File: src/rtl/inst_fetch.sv
// ---------------------------------------------------------------------------
// inst_fetch
//
// Instruction fetch stage sitting directly after the PC register. The current
// PC is issued to instruction memory over a request/grant interface; PCWre
// pulses once per accepted request so the PC advances exactly once per grant.
// In-order memory responses are matched to their PCs in a DEPTH-entry
// circular buffer and presented to decode as {pc, instruction} pairs.
// A flush (branch redirect) empties the buffer and arranges for responses
// that are still in flight to be discarded when they arrive.
//
// Handshakes:
//   memory request : a request is accepted on a cycle where imem_req and
//                    imem_gnt are both high; imem_addr is valid with imem_req.
//   memory response: imem_rvalid marks one response, returned in grant order,
//                    no earlier than the cycle after its grant.
//   decode         : a transfer happens on a cycle where id_valid and
//                    id_ready are both high; id_pc/id_inst are stable while
//                    id_valid is high and id_ready is low.
//
// Ports:
//   clk          clock, all state changes on the rising edge
//   rst          synchronous active-low reset
//   CurPC        current PC from the PC register
//   PCWre        PC write enable (advance on grant, redirect on flush)
//   imem_req     fetch request to instruction memory
//   imem_addr    fetch address (always CurPC)
//   imem_gnt     memory accepts the request this cycle
//   imem_rvalid  response valid
//   imem_rdata   response instruction word
//   flush        redirect: discard buffered and in-flight fetches
//   id_valid     instruction available to decode
//   id_ready     decode accepts
//   id_pc        PC of the head entry
//   id_inst      instruction of the head entry
// ---------------------------------------------------------------------------
module inst_fetch #(
    parameter int DEPTH = 4
) (
    input  logic        clk,
    input  logic        rst,
    input  logic [31:0] CurPC,
    output logic        PCWre,
    output logic        imem_req,
    output logic [31:0] imem_addr,
    input  logic        imem_gnt,
    input  logic        imem_rvalid,
    input  logic [31:0] imem_rdata,
    input  logic        flush,
    output logic        id_valid,
    input  logic        id_ready,
    output logic [31:0] id_pc,
    output logic [31:0] id_inst
);

    localparam int AW = $clog2(DEPTH);
    // One extra wrap bit so that full (count == DEPTH) and empty differ.
    localparam int PW = AW + 1;

    logic [31:0]      pc_q   [DEPTH];
    logic [31:0]      inst_q [DEPTH];
    logic [DEPTH-1:0] filled_q;

    logic [PW-1:0] alloc_ptr;
    logic [PW-1:0] fill_ptr;
    logic [PW-1:0] head_ptr;
    logic [PW-1:0] drop_q;

    logic [PW-1:0] count;
    logic [PW-1:0] unfilled;
    logic [PW-1:0] drop_flush;

    logic [AW-1:0] alloc_idx;
    logic [AW-1:0] fill_idx;
    logic [AW-1:0] head_idx;

    logic grant;
    logic resp_keep;
    logic resp_drop;
    logic pop;

    assign alloc_idx = alloc_ptr[AW-1:0];
    assign fill_idx  = fill_ptr[AW-1:0];
    assign head_idx  = head_ptr[AW-1:0];

    assign count    = alloc_ptr - head_ptr;
    assign unfilled = alloc_ptr - fill_ptr;

    // Requests are held off while stale responses are still expected, so a
    // response can always be attributed either to the drop count or to the
    // fill pointer, never to both.
    assign imem_req  = rst & ~flush & (drop_q == '0) & (count < PW'(DEPTH));
    assign imem_addr = CurPC;
    assign grant     = imem_req & imem_gnt;
    assign PCWre     = grant | (rst & flush);

    assign resp_drop = imem_rvalid & (drop_q != '0);
    assign resp_keep = imem_rvalid & (drop_q == '0);

    assign id_valid = rst & ~flush & filled_q[head_idx];
    assign id_pc    = pc_q[head_idx];
    assign id_inst  = inst_q[head_idx];
    assign pop      = id_valid & id_ready;

    // Every allocated-but-unfilled entry will still be answered by memory and
    // must be thrown away. A response arriving in the flush cycle itself is
    // either a dropped one (drop_q > 0) or fills one of the unfilled entries;
    // in both cases it settles one outstanding response now. drop_q > 0
    // implies no unfilled entries, so the sum never exceeds DEPTH.
    assign drop_flush = drop_q + unfilled - PW'(imem_rvalid);

    always_ff @(posedge clk) begin
        if (!rst || flush) begin
            for (int i = 0; i < DEPTH; i++) begin
                pc_q[i]   <= '0;
                inst_q[i] <= '0;
            end
            filled_q <= '0;
            if (!rst) begin
                alloc_ptr <= '0;
                fill_ptr  <= '0;
                head_ptr  <= '0;
                drop_q    <= '0;
            end else begin
                fill_ptr <= alloc_ptr;
                head_ptr <= alloc_ptr;
                drop_q   <= drop_flush;
            end
        end else begin
            // Pop, grant and response always target distinct slots: the head
            // is filled, the fill slot is not, and a grant only reuses the
            // head slot when the buffer is empty (no pop possible).
            if (pop) begin
                pc_q[head_idx]     <= '0;
                inst_q[head_idx]   <= '0;
                filled_q[head_idx] <= 1'b0;
                head_ptr           <= head_ptr + PW'(1);
            end
            if (grant) begin
                pc_q[alloc_idx]     <= CurPC;
                filled_q[alloc_idx] <= 1'b0;
                alloc_ptr           <= alloc_ptr + PW'(1);
            end
            if (resp_keep) begin
                inst_q[fill_idx]   <= imem_rdata;
                filled_q[fill_idx] <= 1'b1;
                fill_ptr           <= fill_ptr + PW'(1);
            end
            if (resp_drop) begin
                drop_q <= drop_q - PW'(1);
            end
        end
    end

endmodule

File: config.mk
export PLATFORM = sky130hd
export DESIGN_NAME = inst_fetch
export DESIGN_NICKNAME = d
export VERILOG_FILES = /design/src/rtl/inst_fetch.sv
export SDC_FILE = /design/constraint.sdc
export NUM_CORES = 1
export LEC_CHECK = 0
export ABC_AREA = 1
export ABC_CLOCK_PERIOD_IN_PS = 3600
export CAP_MARGIN = 10
export CORE_ASPECT_RATIO = 2
export CORE_MARGIN = 5
export CORE_UTILIZATION = 55
export CTS_BUF_LIST = sky130_fd_sc_hd__clkbuf_2
export DETAILED_ROUTE_END_ITERATION = 16
export GPL_ROUTABILITY_DRIVEN = 0
export PLACE_DENSITY = 0.8
export SLEW_MARGIN = 20
export SYNTH_ARGS = -nofsm -noshare
export SYNTH_HDL_FRONTEND = slang
export SYNTH_SLANG_ARGS = --single-unit
File: constraint.sdc
create_clock -name clk -period 3.6 [get_ports clk]
set_input_delay 0.72 -clock clk [delete_from_list [all_inputs] [get_ports clk]]
set_output_delay 0.72 -clock clk [all_outputs]
set_load 0.01 [all_outputs]
Word-level counts from Yosys, hierarchy flattened:

Memories as Yosys holds them, arrays and structs flattened. A register that Yosys moved wholly into a read port is not among the register bits.
Cells that the tools add are included.

* magnitude comparators: 7
* muxes and demuxes: 48
* reductions and logical operators: 15
* bitwise operators: 16
* add/sub/neg operators: 8

Operators with widths (number)
* 32-bit two-way mux: 4
* 32-bit OR reduction: 4
* 3-bit two-way mux: 10
* 4-bit two-way mux: 5
* 1-bit two-way mux: 19
* 2-bit two-way mux: 6
* 3-bit by 1-bit adder with 3-bit output (second input constant): 3
* 1-bit AND: 9
* 2-bit by 3-bit less-than comparator with 1-bit output (second input constant): 3
* 4-bit AND: 2
* 4-bit inverter: 2
* 2-bit nonzero test: 4
* 1-bit demux with 2-bit select: 3
* 2-bit by 1-bit >= comparator with 1-bit output (second input constant): 3
* 3-bit subtractor: 2
* 4-bit OR: 1
* 3-bit adder: 1
* 1-bit logical AND: 3
* 3-bit zero test: 1
* 3-bit less-than comparator (second input constant): 1
* 3-bit nonzero test: 1
* 3-bit by 1-bit subtractor with 3-bit output: 1
* 3-bit by 1-bit subtractor with 3-bit output (second input constant): 1
* 1-bit binary-select mux with 2-bit select: 1
* other kinds (4): 4

* memory bits (writable): 256
* logic and storage cells: 101
* output and inout bits: 99
* bits in registers: 16
* input bits: 70
* memories kept: 2

Memory list
* inst_q: depth 4, width 32, read ports 1, clocked after memory_dff 1, write ports 4, line 61 `logic [31:0] inst_q [DEPTH];`
* pc_q: depth 4, width 32, read ports 1, clocked after memory_dff 1, write ports 4, line 60 `logic [31:0] pc_q [DEPTH];`

Depth between registers and ports, before layout:

Gate-level depths: netlist (run 1).

* depth after elaboration: 13
* gate-level depth with buffers: 13
* mapped depth without buffers: 13

Worst setup path before layout (run 1):

No wires, ideal clock.

* kind: input to register
* start point: input imem_rvalid
* end point: register drop_q[2] (data pin)
* slack: 655 ps
* library setup time: 256 ps
* cell stages on the path: 13
* arrival: 2689 ps
* path buffers: 0
* required time: 3344 ps
* path through: inv_1 fa_1 inv_1 fa_1 inv_1 ha_1 inv_1 fa_1 xor2_1 inv_1 nand2_1 nand3_1 nand2_1

* longest elaborated chain between the ends: 3

RTL lines
* from (decl): line 47 `input logic imem_rvalid,`
* 3-bit by 1-bit subtractor with 3-bit output: line 110 `assign drop_flush = drop_q + unfilled - PW'(imem_rvalid);`
* 3-bit two-way mux: line 119 `if (!rst) begin`
* 3-bit two-way mux: line 113 `if (!rst || flush) begin`
* to (signal assigned): line 127 `drop_q <= drop_flush;`
* to (signal assigned): line 150 `drop_q <= drop_q - PW'(1);`
* to (decl): line 67 `logic [PW-1:0] drop_q;`

Every way passes these cells.
A chain may end at the register's enable or synchronous reset.

==> flow_summary.yaml, run 1 <==
layout:
  final_common_cell: "nor2_1"
  final_cell_mix: "390 x nor2_1, 268 x edfxtp_1, 167 x clkdlybuf4s50_1"
  fin_area_sq_um: 14800
  stdcell_count: 1644
  fillCellCount: 1680
  nNetsFinal: 1416
  drive_gt1_share_pct: 10.6
  fin_util_pct: 66.9
  area_growth_pct: 19.6
pwr:
  internal_power_mw: 5.10
  p_per_area_nw_per_um2: 484
  power_switching_mw: 2.08
  vdd_drop_max_v: 0.000309
  seq_power_share_pct: 53.5
  clock_power_share_pct: 24.6
  switching_share_pct: 29.0
  pwr-share-comb_pct: 22.0
  finalPower_mw: 7.18
  p_leak_nw: 6.23
global_route:
  grtUsageTotal_pct: 22.9
  grt_pass1_wl_um: 45800
  grt_pass1_vias: 9372
  antenna_found_initial: 1
  gr-total-overflow: 0
  grt_max_degree: 129
min_path:
  min_path_cells: 2
  hp-class: "reg -> reg"
  hold_start: "filled_q[0]"
  whs_endpoint: "filled_q[0]"
floorplanning:
  core_sq_um: 22200
  initial_core_util_pct: 55.9
  io_pins: 169
  num_rows: 77
  die_h_um: 222
  die_w_um: 116
  die_area_sq_um: 25800
synthesis:
  synth.avg_cell_area_sq_um: 10.6
  ys_seq_area_share_pct: 65.9
  ys_types: 26
  synthCells: 1165
  synth_fp_nets: 1255
  synth_seq_cells: 274
  synth_area_sq_um: 12400
  ys_warn_count: 0
detailed_routing:
  dr_total_vias: 9060
  ant_nets: 0
  wl_um: 29400
  drc: 0
  drt-pass1-iter-count: 5
  via_per_inst: 5.51
  drtIter0Drc: 565
  wl_per_cell_um: 17.9
cts:
  cts_hold_buffers: 0
  worstSkewPairLatency_ns: 0.84
  clock-sinks: 274
  cts-root-buf: "clkbuf_2"
  cts_buffer_depth: 3
  cts-buffers-inserted: 54
  cts_tree: "built"
  htreeDepth: 2
  clk_pin_slew_worst_paths_ns: 0.12
sta:
  fin_crit_ns: 3.47
  clock_skew_ns: 0.0904
  worst_pin_slew_ns: 0.507
  final.setup.worst_slack_ns: 0.128
  final-hold-violation-count: 0
  maxSlewViolCount: 0
  timing.hold.ws_ns: 0.487
  min_period_over_period_pct: 96.4
  tns_ns: 0
  slew_headroom_pct: 65.8
  rsz0062_at_grt: "yes"
  finalSetupViolCount: 0
  fmax_ghz: 0.288
setup_path:
  reg2reg_from: "alloc_ptr[0]"
  critPathRequiredTime_ns: 2.88
  cp-start-kind: "flop"
  worstRegToRegCells: 13
  r2r_slack_ns: 0.78
  cp-end-kind: "output pin"
  critPathKind: "reg -> out"
  critical_path.max_fanout: 128
  r2r-end: "drop_q[2]"
  worst-endpoint-arrival_ns: 2.75
placed_design:
  portBuffers: 168
  dp_slack_ns: 0.0547
  placed_area_sq_um: 14200
  detailed_place_hpwl_um: 17800
  dpl.cell_count: 1535
run:
  drv_cap: 0
status:
  outcome: "finished clean"
-- flip-flops by register name (all words and copies together), names as in the netlist, named ones only --
register / cells
pc_q: 128
drop_q: 3
fill_ptr: 3
filled_q: 4
alloc_ptr: 3
inst_q: 128
head_ptr: 3
-- how the worst max path moves through the flow --
stage	startpoint	endpoint	slack, ns	depth (start not counted)
2_1_floorplan	imem_rvalid	drop_q[2]	0.66	13
3_3_place_gp	imem_rvalid	drop_q[2]	0.08	14
3_5_place_dp	imem_rvalid	drop_q[2]	0.05	14
4_1_cts	head_ptr[1]	PCWre	0.0002	8
5_1_grt	flop	id_pc[6]	-0.01	5
6_report	flop	id_pc[6]	0.13	4
-- power groups by stage --
stage	combinational [mW]	sequential, mW	clock (mW)
after floorplan	0.823	3.88	0
after global placement	1.49	3.90	0
after detailed placement	1.52	3.91	0
after CTS	1.56	3.84	1.80
after global routing	1.73	3.86	1.96
final	1.58	3.84	1.76
-- Yosys cell counts --
library cell,count,share of area (%)
nand3_1,17,0.69
nand2_1,48,1.5
edfxtp_1,268,65
fa_1,4,0.65
a21oi_1,2,0.081
nor2_2,1,0.051
buf_1,3,0.091
buf_6,12,1.1
o22ai_1,65,3.3
nor2_4,1,0.091
buf_4,32,1.9
xnor2_1,3,0.21
clkbuf_1,49,1.5
a31oi_1,1,0.051
a21oi_4,1,0.13
inv_1,92,2.8
buf_2,4,0.16
ha_1,16,1.6
xor2_1,3,0.21
nand4_2,4,0.40
nor2_1,391,12
dfxtp_1,6,0.97
nand4_1,1,0.051
o21ai_0,139,5.6
and2_1,1,0.051
clkinv_1,1,0.030
-- metal layers --
layer,wire [um],track usage [%],vias to the layer above
met2,16700,44.2,358
li1,-,-,4272
met5,0,0,-
met4,1250,12.0,0
met1,9790,22.7,4351
met3,1730,2.80,79
-- cells by family (layout without fill, tap and decap cells) --
family                   after synthesis  in the layout  synth area share, %
AND/OR/NAND/NOR                      464            464                 14.6
XOR/XNOR                               6              6                0.424
AO/OA/AOI/OAI                        208            208                 9.16
flip-flops                           274            274                 65.9
other                                  0              1                    0
buffers and inverters                193            395                 7.59
adder cells (fa/ha/maj)               20             20                 2.26
-- timing repair --
| action | CTS | global route |
|---|---|---|
| buffers inserted | 4 | 7 |
| gates resized for setup | 8 | 4 |
| gates cloned | 0 | 0 |
| setup endpoints to repair | 20 | 14 |
| pin swaps | 1 | 0 |
-- final cells by class --
type / count / area (sq um) / area share [%]
diodes: 1 / 2.50 / 0.0169
clock buffers: 79 / 395 / 2.67
clock inverters: 18 / 104 / 0.701
inverters: 93 / 354 / 2.39
multi-input cells: 698 / 3330 / 22.5
flip-flops and latches: 274 / 8180 / 55.2
well taps: 276 / 345 / 2.33
repair buffers: 205 / 2110 / 14.3
-- critical path: stages, from the launching register on --
cell	delay, ns
dfxtp_4	0.41
buf_16	0.39
o21ai_0	0.17
o22ai_1	0.30
clkdlybuf4s50_1	0.60
Note: power is estimated with default switching activity, not from simulation.
==> run 2: changes to the inputs <==
--- a/config.mk
+++ b/config.mk
@@ -14,6 +14,7 @@
 export CTS_BUF_LIST = sky130_fd_sc_hd__clkbuf_2
 export DETAILED_ROUTE_END_ITERATION = 16
 export GPL_ROUTABILITY_DRIVEN = 0
+export HOLD_SLACK_MARGIN = 0.1
 export PLACE_DENSITY = 0.8
 export SLEW_MARGIN = 20
 export SYNTH_ARGS = -nofsm -noshare
==> results of run 2 <==
Same layout as run 1: the final DEF is identical, and so are final timing and power.
==> run 3: changes to the inputs <==
--- a/config.mk
+++ b/config.mk
@@ -9,9 +9,9 @@
 export ABC_CLOCK_PERIOD_IN_PS = 3600
 export CAP_MARGIN = 10
 export CORE_ASPECT_RATIO = 2
-export CORE_MARGIN = 5
 export CORE_UTILIZATION = 55
 export CTS_BUF_LIST = sky130_fd_sc_hd__clkbuf_2
+export CTS_CLUSTER_DIAMETER = 100
 export DETAILED_ROUTE_END_ITERATION = 16
 export GPL_ROUTABILITY_DRIVEN = 0
 export HOLD_SLACK_MARGIN = 0.1
==> run 3 against run 2 <==
Effect of this change:
- register-to-register slack got worse by 0.02 ns
- combinational power barely moved
- flip-flop and latch count stayed put
- critical path type unchanged
- highest routed layer unchanged
==> flow_summary.yaml, run 3 (same netlist as run 1, synthesis figures left out) <==
sta:
  min_period_over_period_pct: 96.8
  timing.hold.ws_ns: 0.480
  final-hold-violation-count: 0
  tns_ns: 0
  fin_crit_ns: 3.48
  clock_skew_ns: 0.0880
  fmax_ghz: 0.287
  maxSlewViolCount: 0
  slew_headroom_pct: 65.5
  rsz0062_at_grt: "yes"
  finalSetupViolCount: 0
  worst_pin_slew_ns: 0.517
global_route:
  met2_usage_pct: 48.5
  grt_pass1_vias: 9379
  grt_pass1_wl_um: 45300
  busiest_layer: "met2"
  met1_usage_pct: 25.5
  grtUsageTotal_pct: 25.9
  antenna_found_initial: 1
  gr-total-overflow: 0
  grt_max_degree: 65
  use_met3_pct: 3.86
layout:
  drive_gt1_share_pct: 10.8
  fin_area_sq_um: 14900
  final_common_cell: "nor2_1"
  register_area_sq_um: 8170
  reg_top3: "inst_q: 128 flops, pc_q: 128 flops, filled_q: 4 flops"
  fillCellCount: 1635
  area_growth_pct: 20.0
  final_cell_mix: "390 x nor2_1, 268 x edfxtp_1, 167 x clkdlybuf4s50_1"
  multi_input_area_sq_um: 3330
  nNetsFinal: 1424
floorplanning:
  core_sq_um: 22100
  num_rows: 77
  die_area_sq_um: 23200
  die_h_um: 214
  die_w_um: 108
  io_pins: 169
  initial_core_util_pct: 56.2
detailed_routing:
  wl_per_cell_um: 17.7
  drtIter0Drc: 480
  via_per_inst: 5.53
  wl_um: 29200
  drt-pass1-iter-count: 6
  ant_nets: 0
  drc: 0
  dr_total_vias: 9151
pwr:
  vdd_drop_max_v: 0.000284
  p_leak_nw: 6.26
  internal_power_mw: 5.20
  pwr-share-comb_pct: 21.6
  switching_share_pct: 28.9
  clock_power_share_pct: 25.9
  p_per_area_nw_per_um2: 492
  power_switching_mw: 2.11
  seq_power_share_pct: 52.5
cts:
  cts_tree: "built"
  clk_pin_slew_worst_paths_ns: 0.14
  cts-root-buf: "clkbuf_2"
  cts-buffers-inserted: 55
  clock-sinks: 274
  worstSkewPairLatency_ns: 0.86
  cts_buffer_depth: 3
  htreeDepth: 2
status:
  outcome: "finished clean"
min_path:
  hp-class: "reg -> reg"
setup_path:
  worst-endpoint-arrival_ns: 2.76
  r2r_slack_ns: 0.76
  critical_path.max_fanout: 20
  cp_slowest_cell: "clkdlybuf4s50_1"
  cp-end-kind: "output pin"
  slowest_delay_ns: 0.60
  critPathRequiredTime_ns: 2.88
  crit_chain: "buf_4, o21ai_0, o22ai_1, clkdlybuf4s50_1"
  cp-start-kind: "flop"
  critPathKind: "reg -> out"
run:
  drv_cap: 0
placed_design:
  placed_area_sq_um: 14100
  detailed_place_hpwl_um: 17700
  portBuffers: 168
-- run 3: cell count changes in the layout (fill, tap and decap cells not counted), moves of 2 or more --
cell	previous run	this run
clkinvlp_4	2	0
clkinv_1	13	21
bufinv_16	1	3
clkinv_2	2	9
buf_4	24	34
buf_6	2	4
buf_12	10	4
clkbuf_2	79	68
-- run 3: metrics by stage --
step | instances | setup WS, ns | util, % | total power, mW
after floorplan | 1165 | 0.655 | - | 4.70
after global placement | 1539 | 0.0715 | 64.1 | 5.37
after detailed placement | 1539 | 0.00749 | 64.1 | 5.41
after CTS | 1644 | -0.0475 | 66.9 | 7.32
after global routing | 1656 | -0.0118 | 67.4 | 7.66
final | 1656 | 0.116 | 67.4 | 7.31
-- run 3: final cells by class --
class | instances | share of cell area (%)
inverter | 93 | 2.38
multi-input combinational | 698 | 22.4
timing repair buffer | 212 | 14.2
clock inverter | 34 | 1.46
sequential | 274 | 55.0
tap | 276 | 2.32
clock buffer | 68 | 2.29
antenna | 1 | 0.0168
-- run 3: path summary, 6_finish.rpt --
| path | cells after the start | endpoint | from |
|---|---|---|---|
| worst min register to register | 2 | filled_q[0] | filled_q[0] |
| worst max register to register | 12 | drop_q[2] | alloc_ptr[0] |
| worst max-delay path | 4 | id_pc[1] | flop |
| worst min-delay path | 2 | filled_q[0] | filled_q[0] |
-- run 3: timing repair --
item | CTS | global route
pin swaps | 0 | 1
setup buffers | 3 | 11
gates resized for setup | 8 | 5
hold buffers | 0 | 0
setup endpoints to repair | 49 | 6
-- run 3: layer usage --
layer	wire, um	part of all wire, %
met4	1220	4.2
met5	0	0
met3	2030	6.9
met2	16500	56
met1	9530	33
-- run 3: power groups by stage --
stage | sequential, mW | clock (mW) | combinational [mW]
after floorplan | 3.88 | 0 | 0.823
after global placement | 3.91 | 0 | 1.45
after detailed placement | 3.93 | 0 | 1.49
after CTS | 3.84 | 1.94 | 1.53
after global routing | 3.86 | 2.07 | 1.73
final | 3.84 | 1.90 | 1.58
-- run 3: worst max-delay path, delay by kind of cell, from the launching register on --
| family | cells | cell delay (ns) |
|---|---|---|
| flip-flops | 1 | 0.58 |
| buffers and inverters | 2 | 0.92 |
| AO/OA/AOI/OAI | 2 | 0.41 |
